[src/rtl/dram_write_bridge.sv]
// Packer-to-DDR write bridge: queues {address, data} words from the sample
// packer and issues each one as a single-beat write on the controller app
// interface, with independent command and write-data handshakes.
module dram_write_bridge #(
    parameter int unsigned MEM_IF_WIDTH  = 128,
    parameter int unsigned ADX_WIDTH     = 27,
    parameter int unsigned FIFO_AW       = 2,
    parameter logic [2:0]  APP_CMD_WRITE = 3'b000
) (
    input  logic                      clk,
    input  logic                      resetn,
    input  logic                      write_req,
    input  logic [MEM_IF_WIDTH-1:0]   dram_data,
    input  logic [ADX_WIDTH-1:0]      dram_adx,
    output logic                      write_allowed,
    input  logic                      init_calib_complete,
    output logic                      app_en,
    output logic [2:0]                app_cmd,
    output logic [ADX_WIDTH-1:0]      app_addr,
    input  logic                      app_rdy,
    output logic [MEM_IF_WIDTH-1:0]   app_wdf_data,
    output logic                      app_wdf_wren,
    output logic                      app_wdf_end,
    output logic [MEM_IF_WIDTH/8-1:0] app_wdf_mask,
    input  logic                      app_wdf_rdy,
    output logic [FIFO_AW:0]          fifo_level,
    output logic                      overflow,
    output logic [31:0]               writes_done
);

    localparam int unsigned DEPTH  = 1 << FIFO_AW;
    localparam int unsigned LVL_W  = FIFO_AW + 1;
    localparam int unsigned PTR_W  = FIFO_AW;
    localparam int unsigned MASK_W = MEM_IF_WIDTH / 8;

    typedef enum logic [1:0] {
        WAIT_CALIB = 2'd0,
        IDLE       = 2'd1,
        ISSUE      = 2'd2
    } state_t;

    state_t state;
    state_t state_nxt;

    // Queue storage; contents are don't-care until written, so no reset.
    logic [ADX_WIDTH-1:0]    adx_mem  [DEPTH];
    logic [MEM_IF_WIDTH-1:0] data_mem [DEPTH];

    logic [PTR_W-1:0] wr_ptr;
    logic [PTR_W-1:0] rd_ptr;
    logic             cmd_done;
    logic             data_done;
    logic             push;
    logic             pop;

    // State register; a falling calibration flag is never looked at again.
    always_ff @(posedge clk) begin
        if (!resetn) begin
            state <= WAIT_CALIB;
        end else begin
            state <= state_nxt;
        end
    end

    // Next-state and handshake decode from registered state only.
    always_comb begin
        state_nxt     = state;
        app_en        = 1'b0;
        app_wdf_wren  = 1'b0;
        app_wdf_end   = 1'b0;
        pop           = 1'b0;
        write_allowed = (state != WAIT_CALIB) && (fifo_level < LVL_W'(DEPTH));
        push          = write_req & write_allowed;
        case (state)
            WAIT_CALIB: begin
                if (init_calib_complete) begin
                    state_nxt = IDLE;
                end
            end
            IDLE: begin
                if (fifo_level != '0) begin
                    state_nxt = ISSUE;
                end
            end
            ISSUE: begin
                app_en       = ~cmd_done;
                app_wdf_wren = ~data_done;
                app_wdf_end  = ~data_done;
                pop          = cmd_done & data_done;
                if (pop && (fifo_level == LVL_W'(1)) && !push) begin
                    state_nxt = IDLE;
                end
            end
            default: begin
                state_nxt = WAIT_CALIB;
            end
        endcase
    end

    // Head entry is always presented; qualified by the valids above.
    assign app_cmd      = APP_CMD_WRITE;
    assign app_addr     = adx_mem[rd_ptr];
    assign app_wdf_data = data_mem[rd_ptr];
    assign app_wdf_mask = MASK_W'(0);

    // Queue write port.
    always_ff @(posedge clk) begin
        if (push) begin
            adx_mem[wr_ptr]  <= dram_adx;
            data_mem[wr_ptr] <= dram_data;
        end
    end

    // Pointers, level, handshake-completion flags and status counters.
    always_ff @(posedge clk) begin
        if (!resetn) begin
            wr_ptr      <= '0;
            rd_ptr      <= '0;
            fifo_level  <= '0;
            cmd_done    <= 1'b0;
            data_done   <= 1'b0;
            overflow    <= 1'b0;
            writes_done <= '0;
        end else begin
            if (push) begin
                wr_ptr <= wr_ptr + PTR_W'(1);
            end
            if (pop) begin
                rd_ptr      <= rd_ptr + PTR_W'(1);
                cmd_done    <= 1'b0;
                data_done   <= 1'b0;
                writes_done <= writes_done + 32'd1;
            end else begin
                if (app_en && app_rdy) begin
                    cmd_done <= 1'b1;
                end
                if (app_wdf_wren && app_wdf_rdy) begin
                    data_done <= 1'b1;
                end
            end
            case ({push, pop})
                2'b10:   fifo_level <= fifo_level + LVL_W'(1);
                2'b01:   fifo_level <= fifo_level - LVL_W'(1);
                default: fifo_level <= fifo_level;
            endcase
            if (write_req && !write_allowed) begin
                overflow <= 1'b1;
            end
        end
    end

endmodule

[config.mk]
export PLATFORM = sky130hd
export DESIGN_NAME = dram_write_bridge
export DESIGN_NICKNAME = d
export VERILOG_FILES = /design/src/rtl/dram_write_bridge.sv
export SDC_FILE = /design/constraint.sdc
export NUM_CORES = 1
export LEC_CHECK = 0
export CAP_MARGIN = 15
export CORE_MARGIN = 4
export CORE_UTILIZATION = 50
export CTS_BUF_LIST = sky130_fd_sc_hd__clkbuf_4
export DETAILED_ROUTE_END_ITERATION = 7
export PLACE_DENSITY_LB_ADDON = 0.1
export RECOVER_POWER = 50
export SLEW_MARGIN = 30
export SYNTH_ARGS = -nofsm -noshare
export SYNTH_HDL_FRONTEND = slang
export SYNTH_SLANG_ARGS = --single-unit
[constraint.sdc]
create_clock -name clk -period 5.3 [get_ports clk]
set_input_delay 1.06 -clock clk [delete_from_list [all_inputs] [get_ports clk]]
set_output_delay 1.06 -clock clk [all_outputs]
set_load 0.005 [all_outputs]
==> results of run 1 <==
## layer usage
metal | GRT usage | vias to the layer above | wire, um
li1 | - | 5684 | -
met1 | 0.255 | 6477 | 20900
met2 | 0.323 | 373 | 26500
met3 | 0.0788 | 90 | 3740
met4 | 0.0694 | 16 | 879
met5 | 0 | - | 101
## cell families (layout without fill, tap and decap cells)
kind of cell               count (synthesis)  after routing  share of synthesized area
other                                      1             31                   0.000152
xor gates and xnor gates                  13             13                    0.00461
and+or+nand+nor                          105            105                     0.0265
adders and majority gates                 10             10                    0.00507
DFF                                      666            666                      0.792
buffers and inverters                     75            701                     0.0163
AOI/OAI and AO/OA                         56             56                     0.0134
muxes                                    157            157                      0.142
## Yosys cell counts (all sizes together)
| master | count | area (um2) |
|---|---|---|
| xnor2 | 4 | 35.0 |
| a41oi | 1 | 8.76 |
| inv | 7 | 26.3 |
| and4b | 1 | 10.0 |
| o31ai | 15 | 113 |
| nand4 | 11 | 114 |
| conb | 1 | 3.75 |
| edfxtp | 620 | 18600 |
| xor2 | 9 | 78.8 |
| a211oi | 1 | 7.51 |
| or3 | 9 | 56.3 |
| nand2b | 2 | 12.5 |
| mux2i | 2 | 20.0 |
| or4 | 15 | 113 |
| nand3b | 1 | 7.51 |
| buf | 43 | 282 |
| nor2 | 23 | 86.3 |
| ha | 10 | 125 |
| and2 | 4 | 26.3 |
| o21ba | 1 | 10.0 |
| clkbuf | 24 | 91.3 |
| nor3b | 1 | 7.51 |
| o21a | 1 | 7.51 |
| or4b | 1 | 10.0 |
| a21oi | 28 | 140 |
| and3 | 5 | 32.5 |
| and4 | 6 | 57.6 |
| nand3 | 10 | 50.1 |
| dfxtp | 46 | 921 |
| mux4 | 155 | 3490 |
| nor2b | 3 | 18.8 |
| o21ai | 9 | 45.0 |
| nand2 | 13 | 51.3 |
| clkinv | 1 | 3.75 |
## cell usage in the layout, fill, tap and decap left out, types with 7 or more instances in the layout
master           instances
dfxtp_1                 44
nand3_1                 10
mux4_2                 155
dlygate4sd3_1          156
nand4_1                  8
a21oi_1                 28
clkinv_1                36
buf_12                   7
clkdlybuf4s50_1        199
or4_1                   15
inv_1                    7
diode_2                 12
nor2_1                  23
clkbuf_4               257
buf_4                   27
ha_1                    10
nand2_1                 13
o31ai_1                 15
o21ai_0                  9
edfxtp_1               620
conb_1                  19
xor2_1                   9
or3_1                    9
## power breakdown
group          switching (uW)  leakage (uW)  internal, uW
combinational             264       0.00283           318
clock                    1940       0.00130          2300
sequential               31.8       0.00598          5890
## worst min path at each step
stage / to / slack (ns) / depth (start not counted)
floorplan: overflow / 0.46 / 1
global placement: overflow / 0.45 / 1
detailed placement: overflow / 0.46 / 1
CTS: overflow / 0.48 / 1
global route: overflow / 0.50 / 1
finish: overflow / 0.48 / 1
## critical path, cell delays in order
cell	delay (ns)
dlygate4sd3_1	0.72
and3_1	1.20
clkbuf_1	1.61
buf_4	0.46
## metrics by stage
step | power (uW) | worst slack (ns) | instances | util | hold slack (ns)
floorplan | 6250 | 0.101 | 1101 | - | 0.464
global placement | 6630 | 1.83 | 2088 | 0.596 | 0.450
detailed placement | 6650 | 1.82 | 2088 | 0.596 | 0.458
CTS | 11000 | 0.697 | 2390 | 0.641 | 0.478
global route | 11300 | 0.539 | 2396 | 0.641 | 0.499
finish | 10700 | 0.795 | 2403 | 0.641 | 0.480
## layout make-up
type,instances,area share
Multi-Input combinational cell,360,0.154
Tap cell,664,0.0265
Clock inverter,45,0.00739
Antenna cell,12,0.000959
Timing Repair Buffer,391,0.125
Inverter,8,0.000959
Sequential cell,666,0.624
Clock buffer,257,0.0616
## state kept, by name, indices dropped and copies added (netlist names), named ones only
register and flops:
adx_mem 108, cmd_done 1, data_done 1, data_mem 512, fifo_level 3, overflow 1, rd_ptr 2, state 2
wr_ptr 2, writes_done 32
==> results.md, run 1 <==
* Weighted congestion reported at the end of routability-driven placement at around 0.77
* Cell Area, Synth at 24700 um2
* Total number of H-tree levels at 4
* Number of input and output port buffers inserted at between 300 and 400
* First element of the critical path: write_req
* Unrepaired setup endpoints after global routing: false
* Required time at the endpoint of the critical path at 5.90 ns
* Total detailed-routing wirelength at 52200 um
* Clock tree root driver cell: clkbuf_4
* Maximum fanout encountered on the critical timing path at 30
* PD cells at roughly 340 nW/um2
* Maximum clock frequency at 222 MHz
* Floorplan Core Area at 48800 um2
* Clock tree from TritonCTS: yes
* Gates resized, CTS repair at 0
* Static leakage power at 0.0101 uW
* Nature of the critical path endpoint: flop
* Die Ht at 230 um
* Total via count after detailed routing at 12600
* Number of iterations in the first detailed-routing pass at 5
* Count of cell types in the netlist at 43
* Critical path endpoint: data_mem[1][110]
* Max Root-Sink Buffers at 3
* Failing checks: max-capacitance violations, max-slew violations
* Number of nets with antenna violations after detailed routing at 0
* Pin slew with the least headroom to its limit at 2.89 ns
* Global-route wire length before repair at 80000 um
* Crit Path Category: in -> reg
* Total negative slack at 0 ns
* Beginning of the worst hold path: overflow
* Fill cell count at approximately 3500
* Worst relative slew slack at -0.926
* Endpoint of the lowest-slack register-to-register path: data_mem[1][110]
* Maximum number of pins on one net before global-route repair at 93
* Worst hold path type: reg -> reg
* Data arrival time at the worst-slack endpoint at 5.10 ns
* Nets at 1767
* Remaining routing DRC violations at 0
* Final Max Slew Viols at 123
* Global route total overflow at 0
* Highest ir drop seen on vdd at 0.209 mV
* Share of synthesized area occupied by flip-flops and latches at 0.792
* Tmin final at 4.51 ns
* Total setup buffers inserted after CTS at 0
* Gate count after technology mapping at about 1100
* Number of buffers created by CTS at 169
* Average cell area after synthesis at roughly 23 um2
* Die width at 230 um
* Final HPWL DP at 32100 um
* Number of vias per cell at 5.26
* Number of global-route vias before repair at 13400
* Internal reg-to-reg setup slack at 0.87 ns
* Number of register bits inferred by synthesis at 666
* Number of hold-slack violations in the final timing report at 0
* Final design instance area without fill at 31300 um2
* Synthesis Warnings at 0
* R2r worst-path depth at 4
* Initial DRC Count at around 800
* Hold-fix buffers at CTS at 0
* Startpoint type of the worst setup path: input port
* Share of the clock period used by the worst path after layout at 0.850
* Standard-cell row count at 81
* TritonCTS Sinks at 666
* Proportion of layout cells with a drive suffix above 1 at 0.270
* Clock transition at the registers of the reported paths at 0.06 ns
* GR Util All Layers at 0.202
* Clock skew at 0.0380 ns
* Area growth from synthesis to layout at 26.9%
* Skew-Pair Late Insertion Delay at 0.94 ns
* Effective utilization at floorplan at 0.505
* Run status: finished, violations left
* Total Die Area at approximately 53000 um2
* Cell area after placement at 29100 um2
* Number of top-level pins at 375
* Origin of the critical flop-to-flop path: fifo_level[2]
* Antenna violations before repair at 22
* Total area of sequential cells at 19500 um2
* Maxcap violations at 3
* Final setup violation count at 0
* Detailed-route wire length per cell at around 22 um
* Total area of multi-input combinational cells at ~4800 um2
No activity file was read; power rests on OpenSTA's default activity.
==> inputs of run 2 (changes only) <==
--- a/config.mk
+++ b/config.mk
@@ -6,7 +6,6 @@
 export NUM_CORES = 1
 export LEC_CHECK = 0
 export CAP_MARGIN = 15
-export CORE_MARGIN = 4
 export CORE_UTILIZATION = 50
 export CTS_BUF_LIST = sky130_fd_sc_hd__clkbuf_4
 export DETAILED_ROUTE_END_ITERATION = 7
==> run 2 against run 1 <==
  * Sequential share of layout area rose by 0.38 points
  * Register-to-register slack better by 0.04 ns
  * Combinational power decreased by 3%
  * Die area decreased by 5.1%
  * Clock power is 2% lower
  * Critical path depth unchanged
  * Critical endpoint is now adx_mem[0][17]
  * The flow still finishes with violations (max-capacitance violations, max-slew violations)
==> results.md, run 2 (synthesis gave the netlist of run 1 again) <==
* Run status: finished, violations left
* Failing checks: max-capacitance violations, max-slew violations
* Clock tree from TritonCTS: yes
* Gates resized, CTS repair at 0
* Endpoint of the lowest-slack register-to-register path: adx_mem[0][17]
* Proportion of power drawn by combinational gates at 0.053
* Total detailed-routing wirelength at 49900 um
* Number of input and output port buffers inserted at 355
* Internal reg-to-reg setup slack at 0.91 ns
* Highest ir drop seen on vdd at approximately 0.25 mV
* Most used cells in the layout excluding fill and tap cells: 620 x edfxtp_1, 242 x clkbuf_4, 199 x clkdlybuf4s50_1
* Fill cell count at 3546
* Maxcap violations at 3
* R2r worst-path depth at 4
* Origin of the critical flop-to-flop path: fifo_level[2]
* Initial DRC Count at 703
* Number of vias per cell at 5.29
* Global-route wire length before repair at 74400 um
* Static leakage power at around 0.01 uW
* Clk pwr share at 0.391
* Pin slew with the least headroom to its limit at 3.33 ns
* Total setup buffers inserted after CTS at 0
* Beginning of the worst hold path: overflow
* Antenna violations before repair at 20
* Share of total power consumed by net switching at 0.208
* Clock transition at the registers of the reported paths at 0.06 ns
* Detailed-route wire length per cell at 21.1 um
* PD cells at 343 nW/um2
* Register with the most flip-flops: data_mem
* Total number of H-tree levels at 4
* Cell area after placement at ~29000 um2
* Tmin final at 4.41 ns
* Area growth from synthesis to layout at 26.1%
* Endpoint with the worst hold slack: overflow
* Skew-Pair Late Insertion Delay at 0.96 ns
* Post-layout utilization of the core at 0.637
* GR Util All Layers at 0.202
* Floorplan Core Area at 48800 um2
* Internal power at 8440 uW
* Largest registers ranked by flip-flop count: data_mem: 512 flops, adx_mem: 108 flops, writes_done: 32 flops
* Worst relative slew slack at -1.22
* Design Power at ~11000 uW
* Hold-fix buffers at CTS at 0
* Maximum number of pins on one net before global-route repair at 145
* Number of buffers created by CTS at 169
* Maximum clock frequency at 227 MHz
* Die width at 224 um
* Share of the clock period used by the worst path after layout at 0.832
* Total via count after detailed routing at 12500
* Final HPWL DP at 29200 um
* Max Root-Sink Buffers at 3
* Worst hold path type: reg -> reg
* Most common library cell in the layout ignoring fill and taps: edfxtp_1
* Total area of sequential cells at 19500 um2
* Final Max Slew Viols at approximately 110
* Number of iterations in the first detailed-routing pass at 5
* Crit Path Category: in -> reg
* Number of top-level pins at 375
* Effective utilization at floorplan at 0.505
* Global route total overflow at 0
* Clock skew at 0.0433 ns
* Maximum fanout encountered on the critical timing path at 96
* TritonCTS Sinks at 666
* Post-Place Cells at 2072
* Instance count along the most critical hold path at 1
* Total negative slack at 0 ns
* Data arrival time at the worst-slack endpoint at 4.98 ns
* Required time at the endpoint of the critical path at just under 6 ns
* Remaining routing DRC violations at 0
* Nature of the critical path endpoint: flop
* Final setup violation count at 0
* Unrepaired setup endpoints after global routing: false
* Final design instance area without fill at 31100 um2
* Die Ht at about 220 um
* Startpoint type of the worst setup path: input port
* Non-filler instance count after layout at ~2400
* Sequential cell fraction of total power at 0.556
* Standard-cell row count at 81
* Number of global-route vias before repair at ~13000
* Number of nets with antenna violations after detailed routing at 0
* Number of hold-slack violations in the final timing report at 0
* Total area of multi-input combinational cells at 4810 um2
* Weighted congestion reported at the end of routability-driven placement at ~0.8
* Total Die Area at 50300 um2
* Switching power summed over all nets at 2220 uW
* Proportion of layout cells with a drive suffix above 1 at 0.257
* Number of flip-flops under the largest register name at 512
* Nets at between 1500 and 2000
* Clock tree root driver cell: clkbuf_4
-- run 2: cell types whose count changed in the layout (fill, tap and decap cells not counted), sizes merged, moves of 3 or more --
cell / change
clkbuf: -17
buf: -16
diode: -8
clkinv: +3
-- run 2: worst max-delay path, stage by stage --
cell	delay (ns)
dlygate4sd3_1	0.67
and3_1	0.22
dlymetal6s4s_1	2.47
buf_16	0.45
-- run 2: routing by layer --
| layer | part of all wire | vias up | global-route usage | wire length (um) |
|---|---|---|---|---|
| li1 | - | 5633 | - | - |
| met1 | 0.41 | 6374 | 0.260 | 20500 |
| met2 | 0.49 | 406 | 0.307 | 24300 |
| met3 | 0.080 | 96 | 0.0843 | 4020 |
| met4 | 0.020 | 20 | 0.0803 | 994 |
| met5 | 0.0026 | - | 0 | 132 |
-- run 2: layout make-up --
cell class                      instances  area share
Sequential cell                       666       0.628
Multi-Input combinational cell        360       0.154
Timing Repair Buffer                  374       0.122
Clock buffer                          242      0.0584
Tap cell                              664      0.0267
Clock inverter                         50     0.00872
Inverter                                8    0.000965
Antenna cell                            4    0.000322
-- run 2: worst max-delay path by stage --
| stage | slack, ns | to | cells past startpoint | startpoint |
|---|---|---|---|---|
| finish | 0.89 | adx_mem[0][17] | 4 | write_req |
| detailed placement | 1.84 | app_wdf_data[8] | 3 | flop |
| global placement | 1.84 | app_wdf_data[69] | 3 | flop |
| floorplan | 0.10 | adx_mem[0][0] | 1 | write_req |
| CTS | 0.72 | app_wdf_data[11] | 3 | flop |
| global route | 0.56 | data_mem[0][119] | 4 | fifo_level[2] |
-- run 2: per-stage QoR --
step	setup WS [ns]	hold slack, ns
global route	0.564	0.509
CTS	0.721	0.479
floorplan	0.101	0.464
finish	0.889	0.471
global placement	1.84	0.454
detailed placement	1.84	0.459
-- run 2: power by group through the flow --
stage	Clock [uW]	Sequential [uW]	Combinational (uW)
floorplan	0	6050	198
global placement	0	6030	590
detailed placement	0	6040	602
CTS	4330	5920	605
global route	4580	5930	609
finish	4160	5930	567
==> inputs of run 3 (changes only) <==
==> constraint.sdc (replaced) <==
create_clock -name clk -period 4.2 [get_ports clk]
set_input_delay 0.84 -clock clk [delete_from_list [all_inputs] [get_ports clk]]
set_output_delay 0.84 -clock clk [all_outputs]
set_load 0.005 [all_outputs]
==> run 3 against run 2 <==
  * Via count grew 0.50%
  * Flip-flop and latch count is the same
  * Largest cell class unchanged
  * Critical endpoint is now app_wdf_data[2]
  * The run still ends with max-capacitance violations, max-slew violations left
  * Cell count grew 0.59%
  * Critical path type is now reg -> out
  * Global-route usage grew 0.64 points
==> results.md, run 3 (synthesis gave the netlist of run 1 again) <==
* Total via count after detailed routing at 12600
* Nets at 1763
* Max Root-Sink Buffers at 3
* Clock tree from TritonCTS: yes
* Worst relative slew slack at -0.502
* Number of input and output port buffers inserted at between 300 and 400
* Most congested layer reported by global routing: met2
* Global route total overflow at 0
* Met2 layer usage reported by global route at 0.323
* Number of hold-slack violations in the final timing report at 0
* PD cells at 431 nW/um2
* Number of iterations in the first detailed-routing pass at 4
* Detailed-route wire length per cell at 21.5 um
* Number of top-level pins at 375
* Register with the most flip-flops: data_mem
* Startpoint type of the worst setup path: flop
* Gates resized, CTS repair at 0
* Final HPWL DP at 31600 um
* Floorplan Core Area at 48800 um2
* Clock transition at the registers of the reported paths at about 0.060 ns
* Tmin final at 3.81 ns
* GR Util All Layers at 0.209
* Buffers & Inverters on Critical Path at 2
* Unrepaired setup endpoints after global routing: false
* Die Ht at 224 um
* Most used cells in the layout excluding fill and tap cells: 620 x edfxtp_1, 254 x clkbuf_4, 200 x clkdlybuf4s50_1
* Final design instance area without fill at 31300 um2
* Global-route wire length before repair at approximately 76000 um
* Most common library cell in the layout ignoring fill and taps: edfxtp_1
* Worst hold margin at around 0.48 ns
* Final Max Slew Viols at 160
* Maximum cell stage delay along the critical path at 0.62 ns
* Required time at the endpoint of the critical path at approximately 3.4 ns
* Total number of H-tree levels at 4
* Cell family contributing the most delay on the critical path: buffers and inverters
* Total detailed-routing wirelength at roughly 51000 um
* Share of the clock period used by the worst path after layout at 0.907
* Data arrival time at the worst-slack endpoint at 2.97 ns
* Worst hold path type: reg -> reg
* Crit-path slowest cell: dfxtp_4
* Highest ir drop seen on vdd at 0.303 mV
* Initial DRC Count at 746
* Effective utilization at floorplan at 0.505
* GR Util met3 at 0.0888
* Clock tree root driver cell: clkbuf_4
* Number of buffers created by CTS at 169
* Largest registers ranked by flip-flop count: data_mem: 512 flops, adx_mem: 108 flops, writes_done: 32 flops
* Number of vias per cell at 5.29
* Maximum clock frequency at about 260 MHz
* Pin slew with the least headroom to its limit at 2.25 ns
* Number of nets with antenna violations after detailed routing at 0
* Number of global-route vias before repair at between 10000 and 15000
* Nature of the critical path endpoint: output port
* Die width at about 220 um
* Cell area after placement at 29200 um2
* Run status: finished, violations left
* Worst path cell trace: buf_4 > mux4_2 > clkdlybuf4s50_1
* Static leakage power at about 0.010 uW
* Maxcap violations at 4
* Total negative slack at 0 ns
* Maximum fanout encountered on the critical timing path at 15
* Antenna violations before repair at 20
* Number of flip-flops under the largest register name at roughly 500
* Crit Path Category: reg -> out
* Final setup violation count at 0
* Clock skew at around 0.07 ns
* Met1 usage in global routing at 0.263
* Weighted congestion reported at the end of routability-driven placement at a little under 0.8
* Area growth from synthesis to layout at 26.9%
* Standard-cell row count at 81
* Proportion of layout cells with a drive suffix above 1 at 0.268
* TritonCTS Sinks at approximately 670
* Failing checks: max-capacitance violations, max-slew violations
* Remaining routing DRC violations at 0
* Maximum number of pins on one net before global-route repair at 60
* Skew-Pair Late Insertion Delay at 0.98 ns
* Total Die Area at between 50000 and 60000 um2
[run 3: cell count changes in the layout (fill, tap and decap cells not counted), moves of 2 or more]
cell      change
buf_12        +7
buf_4         +6
clkbuf_4     +12
clkinv_1     -10
clkinv_2      -3
diode_2       +4
inv_2         -2
[run 3: cell type report]
class | count | area, um2
Clock buffer | 254 | 1910
Clock inverter | 35 | 190
Tap cell | 664 | 831
Multi-Input combinational cell | 360 | 4810
Fill cell | 3501 | 17500
Sequential cell | 666 | 19500
Antenna cell | 8 | 20.0
Inverter | 8 | 30.0
Timing Repair Buffer | 387 | 3990
[run 3: repair_timing]
action,CTS,global route
endpoints found under the setup margin,10,0
hold buffers,0,0
buffers inserted,1,0
[run 3: through the flow]
step           worst slack, ns  total power (uW)  utilization  instances
2_1_floorplan             1.00              7870            -       1101
3_3_place_gp              1.09              8370        0.598       2084
3_5_place_dp              1.09              8380        0.598       2084
4_1_cts                  0.151             13700        0.641       2374
5_1_grt                  0.129             14100        0.641       2379
6_report                 0.392             13500        0.641       2382
[run 3: worst paths after layout]
| check | start | endpoint | slack (ns) | depth (start not counted) |
|---|---|---|---|---|
| max reg2reg | state[0] | data_mem[0][46] | 0.81 | 3 |
| min reg2reg | overflow | overflow | 0.48 | 1 |
| max | flop | app_wdf_data[2] | 0.39 | 3 |
| min | overflow | overflow | 0.48 | 1 |
[run 3: report_power, final]
group	total, uW	internal, uW	switching (uW)
Clock	5280	2850	2430
Combinational	722	395	327
Sequential	7480	7440	40.9
[run 3: routing by layer]
| metal | vias to the layer above | wire (um) |
|---|---|---|
| li1 | 5666 | - |
| met1 | 6407 | 20600 |
| met2 | 418 | 25300 |
| met3 | 85 | 4220 |
| met4 | 16 | 882 |
| met5 | - | 104 |
